### src/rtl/seq_divide_pkg.sv
// Shared FSM encoding and sizing helpers for the sequential restoring divider.
package seq_divide_pkg;

   typedef enum logic [1:0] {
      IDLE = 2'd0,
      RUN  = 2'd1,
      FIX  = 2'd2
   } div_state_e;

   // Counter must hold the value WidthA itself, not just WidthA-1.
   function automatic int cnt_width(input int width_a);
      return $clog2(width_a + 1);
   endfunction

endpackage

### src/rtl/seq_div_step.sv
// One restoring-division iteration: shift in the next dividend bit, trial-subtract the divisor.
module seq_div_step
   import seq_divide_pkg::*;
#(
   parameter int WidthB = 32
) (
   input  logic [WidthB:0]   rem,
   input  logic              q_msb,
   input  logic [WidthB-1:0] divisor,
   output logic [WidthB:0]   rem_next,
   output logic              q_bit
);

   logic [WidthB:0] shifted;
   logic [WidthB:0] trial;

   always_comb begin
      shifted  = {rem[WidthB-1:0], q_msb};
      trial    = shifted - {1'b0, divisor};
      // A set rem MSB means the shifted value spilled past WidthB+1 bits and exceeds any divisor.
      q_bit    = rem[WidthB] | ~trial[WidthB];
      rem_next = q_bit ? trial : shifted;
   end

endmodule

### src/rtl/seq_divide.sv
// Sequential restoring divider, one quotient bit per clock, start/finish handshake.
// Define SEQ_DIVIDE_SIGNED_EN for two's-complement operands (adds a sign-fixup FIX cycle).
module seq_divide
   import seq_divide_pkg::*;
#(
   parameter int WidthA = 32,
   parameter int WidthB = 32
) (
   input  logic              clk_i,
   input  logic              rst_ni,
   input  logic [WidthA-1:0] a_i,
   input  logic [WidthB-1:0] b_i,
   input  logic              start_i,
   output logic [WidthA-1:0] q_o,
   output logic [WidthB-1:0] r_o,
   output logic              div_zero_o,
   output logic              finish_o
);

   localparam int CntW = cnt_width(WidthA);
   localparam int ExtW = (WidthA > WidthB) ? WidthA : WidthB;

   div_state_e        state_q, state_d;
   logic [WidthB:0]   rem_q, rem_step;
   logic [WidthA-1:0] quo_q;
   logic [WidthB-1:0] dvs_q;
   logic [CntW-1:0]   cnt_q;
   logic              div_zero_q, finish_q, finish_d;
   logic              q_bit, b_zero, do_step;
   logic [WidthA-1:0] a_mag;
   logic [WidthB-1:0] b_mag;
   logic [ExtW-1:0]   a_ext;

   assign b_zero = (b_i == '0);

`ifdef SEQ_DIVIDE_SIGNED_EN
   logic neg_quo_q, neg_rem_q, do_fix;

   assign a_mag = a_i[WidthA-1] ? -a_i : a_i;
   assign b_mag = b_i[WidthB-1] ? -b_i : b_i;
   assign a_ext = ExtW'($signed(a_i));
`else
   assign a_mag = a_i;
   assign b_mag = b_i;
   assign a_ext = ExtW'(a_i);
`endif

   seq_div_step #(
      .WidthB (WidthB)
   ) u_step (
      .rem      (rem_q),
      .q_msb    (quo_q[WidthA-1]),
      .divisor  (dvs_q),
      .rem_next (rem_step),
      .q_bit    (q_bit)
   );

   // State register
   always_ff @(posedge clk_i or negedge rst_ni) begin
      if (!rst_ni) state_q <= IDLE;
      else         state_q <= state_d;
   end

   // Next state: a new start always wins, aborting whatever is in flight.
   always_comb begin
      state_d = state_q;
      if (start_i) begin
         state_d = b_zero ? IDLE : RUN;
      end else begin
         case (state_q)
            RUN: begin
               if (cnt_q == CntW'(1)) begin
`ifdef SEQ_DIVIDE_SIGNED_EN
                  state_d = FIX;
`else
                  state_d = IDLE;
`endif
               end
            end
            FIX:     state_d = IDLE;
            default: state_d = IDLE;
         endcase
      end
   end

   // Outputs / datapath controls
   always_comb begin
      do_step  = ~start_i & (state_q == RUN);
`ifdef SEQ_DIVIDE_SIGNED_EN
      do_fix   = ~start_i & (state_q == FIX);
`endif
      finish_d = ~start_i & (state_d == IDLE);
   end

   always_ff @(posedge clk_i or negedge rst_ni) begin
      if (!rst_ni) begin
         rem_q      <= '0;
         quo_q      <= '0;
         dvs_q      <= '0;
         cnt_q      <= '0;
         div_zero_q <= 1'b0;
         finish_q   <= 1'b1;
`ifdef SEQ_DIVIDE_SIGNED_EN
         neg_quo_q  <= 1'b0;
         neg_rem_q  <= 1'b0;
`endif
      end else begin
         finish_q <= finish_d;
         if (start_i) begin
            div_zero_q <= b_zero;
            cnt_q      <= CntW'(WidthA);
`ifdef SEQ_DIVIDE_SIGNED_EN
            // Divide-by-zero result is already final, so no sign fixup applies.
            neg_quo_q  <= ~b_zero & (a_i[WidthA-1] ^ b_i[WidthB-1]);
            neg_rem_q  <= ~b_zero & a_i[WidthA-1];
`endif
            if (b_zero) begin
               quo_q <= '1;
               rem_q <= {1'b0, a_ext[WidthB-1:0]};
            end else begin
               quo_q <= a_mag;
               rem_q <= '0;
               dvs_q <= b_mag;
            end
         end else if (do_step) begin
            rem_q <= rem_step;
            quo_q <= {quo_q[WidthA-2:0], q_bit};
            cnt_q <= cnt_q - CntW'(1);
         end
`ifdef SEQ_DIVIDE_SIGNED_EN
         else if (do_fix) begin
            if (neg_quo_q) quo_q <= -quo_q;
            if (neg_rem_q) rem_q <= {1'b0, -rem_q[WidthB-1:0]};
         end
`endif
      end
   end

   assign q_o        = quo_q;
   assign r_o        = rem_q[WidthB-1:0];
   assign div_zero_o = div_zero_q;
   assign finish_o   = finish_q;

endmodule

### config.mk
export PLATFORM = sky130hd
export DESIGN_NAME = seq_divide
export DESIGN_NICKNAME = d
export VERILOG_FILES = /design/src/rtl/seq_divide_pkg.sv /design/src/rtl/seq_div_step.sv /design/src/rtl/seq_divide.sv
export SDC_FILE = /design/constraint.sdc
export NUM_CORES = 1
export LEC_CHECK = 0
export BUFFER_PORTS_ARGS = -buffer_cell sky130_fd_sc_hd__buf_2
export CORE_MARGIN = 5
export CORE_UTILIZATION = 45
export CTS_CLUSTER_DIAMETER = 60
export DETAILED_ROUTE_END_ITERATION = 6
export PLACE_DENSITY_LB_ADDON = 0.2
export SYNTH_ARGS = -nofsm -noshare
export SYNTH_HDL_FRONTEND = slang
export SYNTH_SLANG_ARGS = --single-unit
export TNS_END_PERCENT = 50
### constraint.sdc
create_clock -name clk_i -period 3.7 [get_ports clk_i]
set_input_delay 0.555 -clock clk_i [delete_from_list [all_inputs] [get_ports clk_i]]
set_output_delay 0.555 -clock clk_i [all_outputs]
set_load 0.01 [all_outputs]
==> run_summary.xml, run 1 <==
<?xml version="1.0" encoding="UTF-8"?>
<metrics>
  <group name="sta">
    <metric name="timing_max_transition_violations_final" unit="">0</metric>
    <metric name="setup_violations" unit="">0</metric>
    <metric name="timing.final.crit_period" unit="ps">3240</metric>
    <metric name="layout_worst_path_cycle_share" unit="">0.877</metric>
    <metric name="finalHoldViolCount" unit="">0</metric>
    <metric name="setup_tns" unit="ps">0</metric>
    <metric name="rsz0062_at_grt" unit="">false</metric>
    <metric name="finalClockSkew" unit="ps">9.72</metric>
    <metric name="tightest_slew" unit="ps">792</metric>
    <metric name="holdWs" unit="ps">257</metric>
    <metric name="timing.fmax" unit="MHz">308</metric>
    <metric name="worst_relative_slew_slack" unit="">0.472</metric>
  </group>
  <group name="setup_path">
    <metric name="critical_path.max_fanout" unit="">4</metric>
    <metric name="crit_path_capture_type" unit="">register</metric>
    <metric name="timing.critical_path.from" unit="">q_o[31]</metric>
    <metric name="timing.critical_path.buf_inv" unit="">2</metric>
    <metric name="critical_path_required" unit="ps">3940</metric>
    <metric name="critical_path.slowest_cell" unit="">dfrtp_1</metric>
    <metric name="critPathCapture" unit="">rem_q[28]</metric>
    <metric name="crit_cells" unit="">13</metric>
    <metric name="worstSetupStartpointType" unit="">register</metric>
    <metric name="cp_data_arrival_time" unit="ps">3480</metric>
    <metric name="worst_r2r_path_depth" unit="">13</metric>
    <metric name="crit_type" unit="">register to register</metric>
    <metric name="critical_path.reg2reg.startpoint" unit="">q_o[31]</metric>
    <metric name="crit_path_cell_trace" unit="">inv_1, ha_1, fa_1, nor2b_1, o31a_1, o21ai_0, o31ai_1, buf_4, o21bai_1, o31ai_1, xor2_1, a221oi_1, a21oi_1</metric>
    <metric name="cp_top_delay_family" unit="">compound AO/OA/AOI/OAI gates</metric>
    <metric name="r2r_slack" unit="ps">460</metric>
    <metric name="cp_common_cell" unit="">o31ai_1</metric>
    <metric name="slowest_delay" unit="ps">400</metric>
    <metric name="worstReg2RegEnd" unit="">rem_q[28]</metric>
  </group>
  <group name="detailed_routing">
    <metric name="routed-via-count" unit="">6147</metric>
    <metric name="first_iter_violations" unit="">706</metric>
    <metric name="drt.antenna.violating_nets" unit="">0</metric>
    <metric name="route.detailed.vias_per_inst" unit="">5.79</metric>
    <metric name="drtPass1Iterations" unit="">5</metric>
    <metric name="drt-wirelength-per-cell" unit="microns">18.8</metric>
    <metric name="route.detailed.drc" unit="">0</metric>
    <metric name="total_wire_length_after_detailed_routing" unit="microns">20000</metric>
  </group>
  <group name="placement">
    <metric name="routabilityCongestion" unit="">0.942</metric>
    <metric name="placed_cell_area" unit="sq um">7530</metric>
    <metric name="hpwlAfterDp" unit="microns">15100</metric>
    <metric name="port_buffers" unit="">132</metric>
  </group>
  <group name="synthesis">
    <metric name="avgSynthCellArea" unit="sq um">8.79</metric>
    <metric name="synthesis.nets" unit="">893</metric>
    <metric name="syn_inst" unit="">791</metric>
    <metric name="number_of_enable_type_register_cells_in_the_synthesized_netlist" unit="">0</metric>
    <metric name="synth.cell_area" unit="sq um">6960</metric>
    <metric name="seq_area_frac_synth" unit="">0.385</metric>
    <metric name="number_of_synthesized_register_bits" unit="">107</metric>
    <metric name="ys_warn_count" unit="">0</metric>
    <metric name="ys_async_sr_fraction" unit="">1.00</metric>
    <metric name="netlist-cell-type-count" unit="">60</metric>
    <metric name="synth-main-ff-cell" unit="">dfrtp_1</metric>
  </group>
  <group name="global_route">
    <metric name="pin_count_of_the_biggest_net_entering_global_routing" unit="">60</metric>
    <metric name="antenna_found_initial" unit="">0</metric>
    <metric name="grt_pass1_vias" unit="">5910</metric>
    <metric name="grt_overflow" unit="">0</metric>
    <metric name="grt_first_pass_wirelength" unit="microns">32400</metric>
    <metric name="grt.total_usage" unit="">0.227</metric>
  </group>
  <group name="final_layout">
    <metric name="nets" unit="">971</metric>
    <metric name="n_antenna_cell" unit="">0</metric>
    <metric name="sequential_cell_area" unit="sq um">2680</metric>
    <metric name="postLayoutCellArea" unit="sq um">7860</metric>
    <metric name="layout-drive-gt1-share" unit="">0.252</metric>
    <metric name="multi_input_comb_area" unit="sq um">3690</metric>
    <metric name="flow.area_growth_from_synthesis" unit="%">12.9</metric>
    <metric name="fillers" unit="">1449</metric>
    <metric name="utilization" unit="">0.517</metric>
  </group>
  <group name="floorplanning">
    <metric name="floorplan.die_area" unit="sq um">18000</metric>
    <metric name="num_io_pins" unit="">133</metric>
    <metric name="placement_rows" unit="">45</metric>
    <metric name="chipWidth" unit="microns">134</metric>
    <metric name="dieHeight" unit="microns">134</metric>
    <metric name="initial_utilization" unit="">0.458</metric>
    <metric name="core_area" unit="sq um">15200</metric>
  </group>
  <group name="cts">
    <metric name="post_cts.resized_instances" unit="">0</metric>
    <metric name="cts-hold-fix-buffers" unit="">0</metric>
    <metric name="cts.path.max_buffers" unit="">2</metric>
    <metric name="clock_sink_count" unit="">107</metric>
    <metric name="cts_buffers" unit="">9</metric>
    <metric name="cts_root_buffer" unit="">clkbuf_16</metric>
    <metric name="clk_latency" unit="ps">360</metric>
    <metric name="clkSlewWorstSetupHoldPaths" unit="ps">70</metric>
    <metric name="cts_tree" unit="">yes</metric>
    <metric name="cts_setup_buffers" unit="">0</metric>
    <metric name="cts_max_level" unit="">3</metric>
  </group>
  <group name="pwr">
    <metric name="powerDensity" unit="nW/um^2">648</metric>
    <metric name="leakagePower" unit="nW">3.65</metric>
    <metric name="max-vdd-ir-drop" unit="mV">0.327</metric>
  </group>
  <group name="job">
    <metric name="maxCapViolations" unit="">0</metric>
  </group>
  <group name="outcome">
    <metric name="outcome" unit="">finished, final reports clean</metric>
  </group>
  <group name="hold_path">
    <metric name="worst_hold_path_type" unit="">input port to asynchronous set/reset pin</metric>
  </group>
</metrics>
sequential cells by signal (all words and copies together) (netlist names):
name	count
cnt_q	6
finish_o	1
state_q	2
q_o	32
rem_q	33
dvs_q	32
div_zero_o	1
metrics by stage:
| stage | instances | total power (W) | setup WS, ps |
|---|---|---|---|
| after floorplan | 791 | 0.00352 | 808 |
| after global placement | 1046 | 0.00404 | 523 |
| after detailed placement | 1046 | 0.00404 | 526 |
| after CTS | 1062 | 0.00510 | 486 |
| after global routing | 1062 | 0.00549 | 190 |
| final | 1062 | 0.00509 | 456 |
cell usage after synthesis (all sizes together) (2+ instances only):
| library cell | count | area share |
|---|---|---|
| dfrtp | 106 | 0.38 |
| nand2 | 97 | 0.053 |
| nor2 | 59 | 0.032 |
| a21oi | 57 | 0.043 |
| buf | 41 | 0.045 |
| inv | 41 | 0.022 |
| nor3 | 38 | 0.027 |
| clkbuf | 37 | 0.020 |
| a31oi | 35 | 0.031 |
| ha | 34 | 0.061 |
| o21ai | 34 | 0.024 |
| mux2 | 32 | 0.052 |
| xnor2 | 22 | 0.028 |
| a221oi | 19 | 0.030 |
| nand4 | 11 | 0.0099 |
| nand2b | 10 | 0.0090 |
| nor4 | 10 | 0.0090 |
| o22ai | 10 | 0.0090 |
| xor2 | 10 | 0.013 |
| nand3 | 9 | 0.0065 |
| a21o | 8 | 0.0086 |
| o211ai | 7 | 0.0090 |
| a222oi | 6 | 0.0086 |
| a211oi | 5 | 0.0054 |
| nor2b | 5 | 0.0045 |
| o31ai | 5 | 0.0054 |
| a22oi | 4 | 0.0043 |
| o21bai | 4 | 0.0043 |
| or2 | 4 | 0.0036 |
| or3 | 4 | 0.0043 |
| o21a | 3 | 0.0032 |
| o31a | 3 | 0.0038 |
| a211o | 2 | 0.0025 |
| a31o | 2 | 0.0025 |
| and2 | 2 | 0.0022 |
| mux2i | 2 | 0.0029 |
per-layer routing:
layer / global-route usage / wire [microns] / up-vias / share of wire
li1: - / - / 2959 / -
met1: 0.337 / 9580 / 2959 / 0.48
met2: 0.338 / 8660 / 207 / 0.43
met3: 0.0540 / 1530 / 22 / 0.076
met4: 0.0458 / 238 / 0 / 0.012
met5: 0 / 0 / - / 0
power by group:
part	switching, W	internal [W]	leakage [nW]
combinational	0.00140	0.00102	2.22
clock	0.000440	0.000610	0.156
sequential	0.000235	0.00138	1.28
total	0.00208	0.00301	3.65
cells in the final DEF, fill, tap and decap left out, types with 6 or more instances in the layout:
| master | n |
|---|---|
| inv_1 | 41 |
| buf_2 | 131 |
| ha_1 | 34 |
| xor2_1 | 10 |
| nor2_1 | 56 |
| nand2_1 | 96 |
| a222oi_1 | 6 |
| nor3_1 | 37 |
| nand4_1 | 11 |
| o21ai_0 | 31 |
| a221oi_2 | 7 |
| xnor2_1 | 22 |
| nor4_1 | 10 |
| buf_4 | 13 |
| dfrtp_1 | 106 |
| nand3_1 | 9 |
| nand2b_1 | 10 |
| a31oi_1 | 35 |
| o22ai_1 | 10 |
| mux2_2 | 32 |
| clkbuf_16 | 9 |
| a221oi_1 | 12 |
| a21o_1 | 8 |
| a21oi_1 | 56 |
worst min path at each step:
stage	cells past startpoint	from	endpoint	slack, ps
finish	1	rst_ni	q_o[8]	260
global route	1	rst_ni	q_o[8]	330
CTS	1	rst_ni	q_o[8]	290
detailed placement	1	div_zero_o	div_zero_o	480
global placement	1	div_zero_o	div_zero_o	470
floorplan	0	rst_ni	cnt_q[0]	260
cells by family (layout without fill, tap and decap cells):
kind of cell | count (synthesis) | count (layout) | synth area share
buffers and inverters | 120 | 203 | 0.0876
and+or+nand+nor | 252 | 252 | 0.164
adders and majority gates | 35 | 35 | 0.0640
muxes | 34 | 34 | 0.0547
AOI/OAI and AO/OA | 210 | 210 | 0.203
xor gates and xnor gates | 32 | 32 | 0.0403
other | 1 | 1 | 0.000539
DFF | 107 | 107 | 0.385
final cells by class:
cell class	instances	share of cell area
repair buffers	145	0.0984
clock inverters	5	0.00988
well taps	188	0.0299
clock buffers	11	0.0309
multi-input cells	564	0.470
flip-flops and latches	107	0.341
inverters	42	0.0201
No activity file was read; power rests on OpenSTA's default activity.
==> run 2: changes to the inputs <==
BUFFER_PORTS_ARGS = not set   (was -buffer_cell sky130_fd_sc_hd__buf_2)
CORE_MARGIN = 2   (was 5)
DONT_BUFFER_PORTS = 1   (was not set)
==> run_summary.xml, run 2 (synthesis results as in run 1) <==
<?xml version="1.0" encoding="UTF-8"?>
<metrics>
  <group name="setup_path">
    <metric name="crit_type" unit="">register to register</metric>
    <metric name="slowest_delay" unit="ps">480</metric>
    <metric name="critical_path.reg2reg.startpoint" unit="">q_o[31]</metric>
    <metric name="r2r_slack" unit="ps">370</metric>
    <metric name="timing.critical_path.buf_inv" unit="">2</metric>
    <metric name="crit_path_capture_type" unit="">register</metric>
    <metric name="crit_cells" unit="">13</metric>
    <metric name="worst_r2r_path_depth" unit="">13</metric>
    <metric name="critical_path_required" unit="ps">3880</metric>
    <metric name="worstSetupStartpointType" unit="">register</metric>
    <metric name="cp_top_delay_family" unit="">compound AO/OA/AOI/OAI gates</metric>
    <metric name="cp_data_arrival_time" unit="ps">3510</metric>
    <metric name="critical_path.max_fanout" unit="">4</metric>
    <metric name="crit_path_cell_trace" unit="">inv_1, ha_1, fa_1, nor2b_1, o31a_1, o21ai_0, o31ai_1, buf_4, a21oi_1, o21ai_0, xor2_1, a222oi_1, a21oi_1</metric>
    <metric name="critical_path.slowest_cell" unit="">dfrtp_1</metric>
    <metric name="worstReg2RegEnd" unit="">rem_q[18]</metric>
  </group>
  <group name="sta">
    <metric name="timing.fmax" unit="MHz">301</metric>
    <metric name="tightest_slew" unit="ps">1220</metric>
    <metric name="setup_tns" unit="ps">0</metric>
    <metric name="layout_worst_path_cycle_share" unit="">0.899</metric>
    <metric name="worst_relative_slew_slack" unit="">0.182</metric>
    <metric name="timing_max_transition_violations_final" unit="">0</metric>
    <metric name="finalClockSkew" unit="ps">9.46</metric>
    <metric name="timing.final.crit_period" unit="ps">3330</metric>
    <metric name="finalHoldViolCount" unit="">0</metric>
    <metric name="setup_violations" unit="">0</metric>
    <metric name="rsz0062_at_grt" unit="">false</metric>
  </group>
  <group name="final_layout">
    <metric name="layout_commonest_cell" unit="">dfrtp_1</metric>
    <metric name="largest_register_ffs" unit="">33</metric>
    <metric name="fillers" unit="">1420</metric>
    <metric name="layout-drive-gt1-share" unit="">0.122</metric>
    <metric name="utilization" unit="">0.478</metric>
    <metric name="largest_register" unit="">rem_q</metric>
    <metric name="most-common-layout-cells" unit="">dfrtp_1, nand2_1, nor2_1, a21oi_1, inv_1</metric>
    <metric name="nets" unit="">841</metric>
    <metric name="flow.area_growth_from_synthesis" unit="%">4.14</metric>
    <metric name="n_antenna_cell" unit="">0</metric>
  </group>
  <group name="cts">
    <metric name="cts_tree" unit="">yes</metric>
    <metric name="post_cts.resized_instances" unit="">0</metric>
    <metric name="cts_root_buffer" unit="">clkbuf_16</metric>
    <metric name="cts_buffers" unit="">9</metric>
    <metric name="clk_latency" unit="ps">360</metric>
    <metric name="cts_max_level" unit="">3</metric>
    <metric name="cts.path.max_buffers" unit="">2</metric>
    <metric name="clock_sink_count" unit="">107</metric>
    <metric name="clkSlewWorstSetupHoldPaths" unit="ps">80</metric>
    <metric name="cts_setup_buffers" unit="">0</metric>
  </group>
  <group name="floorplanning">
    <metric name="core_area" unit="sq um">15100</metric>
    <metric name="placement_rows" unit="">45</metric>
    <metric name="dieHeight" unit="microns">128</metric>
    <metric name="floorplan.die_area" unit="sq um">16500</metric>
    <metric name="num_io_pins" unit="">133</metric>
    <metric name="chipWidth" unit="microns">128</metric>
    <metric name="initial_utilization" unit="">0.459</metric>
  </group>
  <group name="outcome">
    <metric name="outcome" unit="">finished, final reports clean</metric>
  </group>
  <group name="placement">
    <metric name="port_buffers" unit="">0</metric>
    <metric name="hpwlAfterDp" unit="microns">15100</metric>
    <metric name="routabilityCongestion" unit="">0.857</metric>
  </group>
  <group name="pwr">
    <metric name="p_int" unit="W">0.00289</metric>
    <metric name="p_switching" unit="W">0.00211</metric>
    <metric name="power.sequential.fraction" unit="">0.348</metric>
    <metric name="leakagePower" unit="nW">3.13</metric>
    <metric name="pwr-share-clk" unit="">0.214</metric>
    <metric name="combPwrFrac" unit="">0.438</metric>
    <metric name="power_switching_share" unit="">0.422</metric>
    <metric name="max-vdd-ir-drop" unit="mV">0.241</metric>
    <metric name="powerDensity" unit="nW/um^2">691</metric>
  </group>
  <group name="global_route">
    <metric name="grt_first_pass_wirelength" unit="microns">31500</metric>
    <metric name="grt_overflow" unit="">0</metric>
    <metric name="grt_pass1_vias" unit="">5589</metric>
    <metric name="antenna_found_initial" unit="">0</metric>
    <metric name="grt.total_usage" unit="">0.247</metric>
    <metric name="pin_count_of_the_biggest_net_entering_global_routing" unit="">107</metric>
  </group>
  <group name="hold_path">
    <metric name="worst_hold_path_type" unit="">input port to asynchronous set/reset pin</metric>
  </group>
  <group name="detailed_routing">
    <metric name="drt.antenna.violating_nets" unit="">0</metric>
    <metric name="total_wire_length_after_detailed_routing" unit="microns">20200</metric>
    <metric name="route.detailed.vias_per_inst" unit="">6.22</metric>
    <metric name="routed-via-count" unit="">5799</metric>
    <metric name="first_iter_violations" unit="">404</metric>
    <metric name="route.detailed.drc" unit="">0</metric>
    <metric name="drtPass1Iterations" unit="">5</metric>
    <metric name="drt-wirelength-per-cell" unit="microns">21.6</metric>
  </group>
  <group name="job">
    <metric name="maxCapViolations" unit="">0</metric>
  </group>
</metrics>
==> run 2: repair_timing <==
item,4_1_cts,5_1_grt
hold buffers,1,0
setup endpoints to repair,0,0
hold endpoints to repair,106,0
==> run 2: how the worst max path moves through the flow <==
stage                  from         to  slack (ps)
finish              q_o[31]  rem_q[18]         370
global route        q_o[31]  rem_q[30]         190
CTS                 q_o[31]  rem_q[18]         390
detailed placement  q_o[31]  rem_q[18]         430
global placement    q_o[31]  rem_q[18]         460
floorplan           q_o[31]  rem_q[30]         810
==> run 2: cell type report <==
class	count	area [sq um]	area share
clock buffers	9	225	0.0311
clock inverters	7	100	0.0138
inverters	42	158	0.0218
multi-input cells	564	3690	0.509
flip-flops and latches	107	2680	0.370
well taps	188	235	0.0325
repair buffers	15	158	0.0218
==> run 2: metal layers <==
layer	vias up	share of wire	GRT usage	wire length, microns
li1	2695	-	-	-
met1	2832	0.44	0.340	8840
met2	244	0.45	0.379	9110
met3	28	0.087	0.0678	1760
met4	0	0.022	0.0834	447
met5	-	0	0	0
==> run 2: through the flow <==
step	setup WS, ps	power, W	area (sq um)	hold slack, ps	cells
floorplan	808	0.00352	6960	259	791
global placement	462	0.00387	6890	264	915
detailed placement	428	0.00389	6890	263	915
CTS	392	0.00500	7240	14.9	932
global route	188	0.00533	7240	10.2	932
finish	374	0.00501	7240	27.1	932
==> run 2: power groups by stage <==
stage | Sequential, W | Combinational (W) | Clock [W]
2_1_floorplan | 0.00158 | 0.00194 | 0
3_3_place_gp | 0.00175 | 0.00212 | 0
3_5_place_dp | 0.00176 | 0.00213 | 0
4_1_cts | 0.00174 | 0.00217 | 0.00109
5_1_grt | 0.00177 | 0.00242 | 0.00114
6_report | 0.00174 | 0.00219 | 0.00107
==> run 2: worst reg2reg max path, cell delays in order, from the launching register on <==
cell and delay (ps):
dfrtp_1 480, inv_1 100, ha_1 220, fa_1 380
nor2b_1 200, o31a_1 240, o21ai_0 140, o31ai_1 270
buf_4 180, a21oi_1 60, o21ai_0 240, xor2_1 100
a222oi_1 410, a21oi_1 130
==> run 3: changes to the inputs <==
HOLD_SLACK_MARGIN = 0.1   (was not set)
TNS_END_PERCENT = not set   (was 50)
==> run_summary.xml, run 3 (synthesis results as in run 1) <==
<?xml version="1.0" encoding="UTF-8"?>
<metrics>
  <group name="detailed_routing">
    <metric name="routed-via-count" unit="">5808</metric>
    <metric name="drt.antenna.violating_nets" unit="">0</metric>
    <metric name="route.detailed.drc" unit="">0</metric>
    <metric name="route.detailed.vias_per_inst" unit="">6.23</metric>
    <metric name="drtPass1Iterations" unit="">5</metric>
    <metric name="total_wire_length_after_detailed_routing" unit="microns">20200</metric>
    <metric name="drt-wirelength-per-cell" unit="microns">21.7</metric>
    <metric name="first_iter_violations" unit="">414</metric>
  </group>
  <group name="sta">
    <metric name="timing.final.crit_period" unit="ps">3350</metric>
    <metric name="worst_relative_slew_slack" unit="">0.178</metric>
    <metric name="layout_worst_path_cycle_share" unit="">0.907</metric>
    <metric name="timing_max_transition_violations_final" unit="">0</metric>
    <metric name="setup_violations" unit="">0</metric>
    <metric name="finalClockSkew" unit="ps">9.64</metric>
    <metric name="rsz0062_at_grt" unit="">false</metric>
    <metric name="setup_tns" unit="ps">0</metric>
    <metric name="timing.fmax" unit="MHz">298</metric>
    <metric name="holdWs" unit="ps">140</metric>
    <metric name="finalHoldViolCount" unit="">0</metric>
    <metric name="tightest_slew" unit="ps">1230</metric>
  </group>
  <group name="global_route">
    <metric name="grt_overflow" unit="">0</metric>
    <metric name="grt_pass1_vias" unit="">5591</metric>
    <metric name="grt_first_pass_wirelength" unit="microns">31400</metric>
    <metric name="antenna_found_initial" unit="">0</metric>
    <metric name="pin_count_of_the_biggest_net_entering_global_routing" unit="">108</metric>
    <metric name="grt.total_usage" unit="">0.247</metric>
  </group>
  <group name="final_layout">
    <metric name="fillers" unit="">1420</metric>
    <metric name="nets" unit="">841</metric>
    <metric name="n_antenna_cell" unit="">0</metric>
    <metric name="largest_register" unit="">rem_q</metric>
    <metric name="layoutNonFillerInstCount" unit="">932</metric>
    <metric name="layout-drive-gt1-share" unit="">0.122</metric>
    <metric name="flow.area_growth_from_synthesis" unit="%">4.14</metric>
    <metric name="layout_commonest_cell" unit="">dfrtp_1</metric>
    <metric name="largest_register_ffs" unit="">33</metric>
    <metric name="most-common-layout-cells" unit="">dfrtp_1, nand2_1, nor2_1, a21oi_1, inv_1</metric>
  </group>
  <group name="floorplanning">
    <metric name="floorplan.die_area" unit="sq um">16500</metric>
    <metric name="initial_utilization" unit="">0.459</metric>
    <metric name="num_io_pins" unit="">133</metric>
    <metric name="chipWidth" unit="microns">128</metric>
    <metric name="core_area" unit="sq um">15100</metric>
    <metric name="dieHeight" unit="microns">128</metric>
    <metric name="placement_rows" unit="">45</metric>
  </group>
  <group name="setup_path">
    <metric name="slowest_delay" unit="ps">490</metric>
    <metric name="timing.critical_path.buf_inv" unit="">2</metric>
    <metric name="critical_path_required" unit="ps">3880</metric>
    <metric name="crit_path_capture_type" unit="">register</metric>
    <metric name="crit_path_cell_trace" unit="">inv_1, ha_1, fa_1, nor2b_1, o31a_1, o21ai_0, o31ai_1, buf_4, a21oi_1, o21ai_0, xor2_1, a222oi_1, a21oi_1</metric>
    <metric name="crit_type" unit="">register to register</metric>
    <metric name="critical_path.slowest_cell" unit="">dfrtp_1</metric>
    <metric name="critical_path.max_fanout" unit="">4</metric>
    <metric name="worstSetupStartpointType" unit="">register</metric>
    <metric name="cp_top_delay_family" unit="">compound AO/OA/AOI/OAI gates</metric>
    <metric name="cp_data_arrival_time" unit="ps">3540</metric>
  </group>
  <group name="pwr">
    <metric name="powerDensity" unit="nW/um^2">690</metric>
    <metric name="leakagePower" unit="nW">3.13</metric>
    <metric name="max-vdd-ir-drop" unit="mV">0.241</metric>
  </group>
  <group name="cts">
    <metric name="post_cts.resized_instances" unit="">0</metric>
    <metric name="cts_buffers" unit="">9</metric>
    <metric name="clock_sink_count" unit="">107</metric>
    <metric name="clk_latency" unit="ps">360</metric>
    <metric name="cts_setup_buffers" unit="">0</metric>
    <metric name="clkSlewWorstSetupHoldPaths" unit="ps">80</metric>
    <metric name="cts.path.max_buffers" unit="">2</metric>
    <metric name="cts_root_buffer" unit="">clkbuf_16</metric>
    <metric name="cts_max_level" unit="">3</metric>
    <metric name="cts_tree" unit="">yes</metric>
  </group>
  <group name="placement">
    <metric name="placed_cells" unit="">915</metric>
    <metric name="routabilityCongestion" unit="">0.857</metric>
    <metric name="port_buffers" unit="">0</metric>
    <metric name="hpwlAfterDp" unit="microns">15100</metric>
  </group>
  <group name="hold_path">
    <metric name="worst_hold_path_type" unit="">input port to asynchronous set/reset pin</metric>
  </group>
  <group name="outcome">
    <metric name="outcome" unit="">finished, final reports clean</metric>
  </group>
  <group name="job">
    <metric name="maxCapViolations" unit="">0</metric>
  </group>
</metrics>
-- run 3: cell counts in the layout (fill, tap and decap cells not counted) --
No cell type changed its count.
-- run 3: path summary, 6_finish.rpt --
check	slack [ps]	cells after the start	to	startpoint
setup / recovery	350	13	rem_q[18]	q_o[31]
hold / removal	140	1	q_o[7]	rst_ni
setup reg to reg	350	13	rem_q[18]	q_o[31]
hold reg to reg	510	1	dvs_q[16]	dvs_q[16]
max in group asynchronous	3160	1	rem_q[19]	rst_ni
min in group clk_i	250	1	finish_o	start_i
-- run 3: through the flow --
stage               power (W)  setup WS (ps)  instance area (sq um)   util
CTS                   0.00500            392                   7240  0.478
global placement      0.00387            462                   6890  0.455
finish                0.00500            345                   7240  0.478
floorplan             0.00352            808                   6960      -
global route          0.00533            188                   7240  0.478
detailed placement    0.00389            428                   6890  0.455
-- run 3: report_power, final --
part / internal (W) / switching [W] / total [W]
sequential: 0.00138 / 0.000362 / 0.00174
combinational: 0.000913 / 0.00128 / 0.00219
clock: 0.000600 / 0.000471 / 0.00107
-- run 3: per-layer routing --
layer	track usage	vias to the layer above	routed length, microns
li1	-	2698	-
met1	0.339	2835	8870
met2	0.378	247	9060
met3	0.0678	28	1800
met4	0.0834	0	454
met5	0	-	0
-- run 3: repair_timing --
item | CTS | global route
hold buffers | 1 | 0
endpoints found under the hold margin | 107 | 0
setup endpoints to repair | 0 | 0
-- run 3: cell type report --
cell class | instances | area [sq um] | area share
clock buffers | 9 | 225 | 0.0311
clock inverters | 7 | 100 | 0.0138
inverters | 42 | 158 | 0.0218
multi-input cells | 564 | 3690 | 0.509
flip-flops and latches | 107 | 2680 | 0.370
well taps | 188 | 235 | 0.0325
repair buffers | 15 | 158 | 0.0218
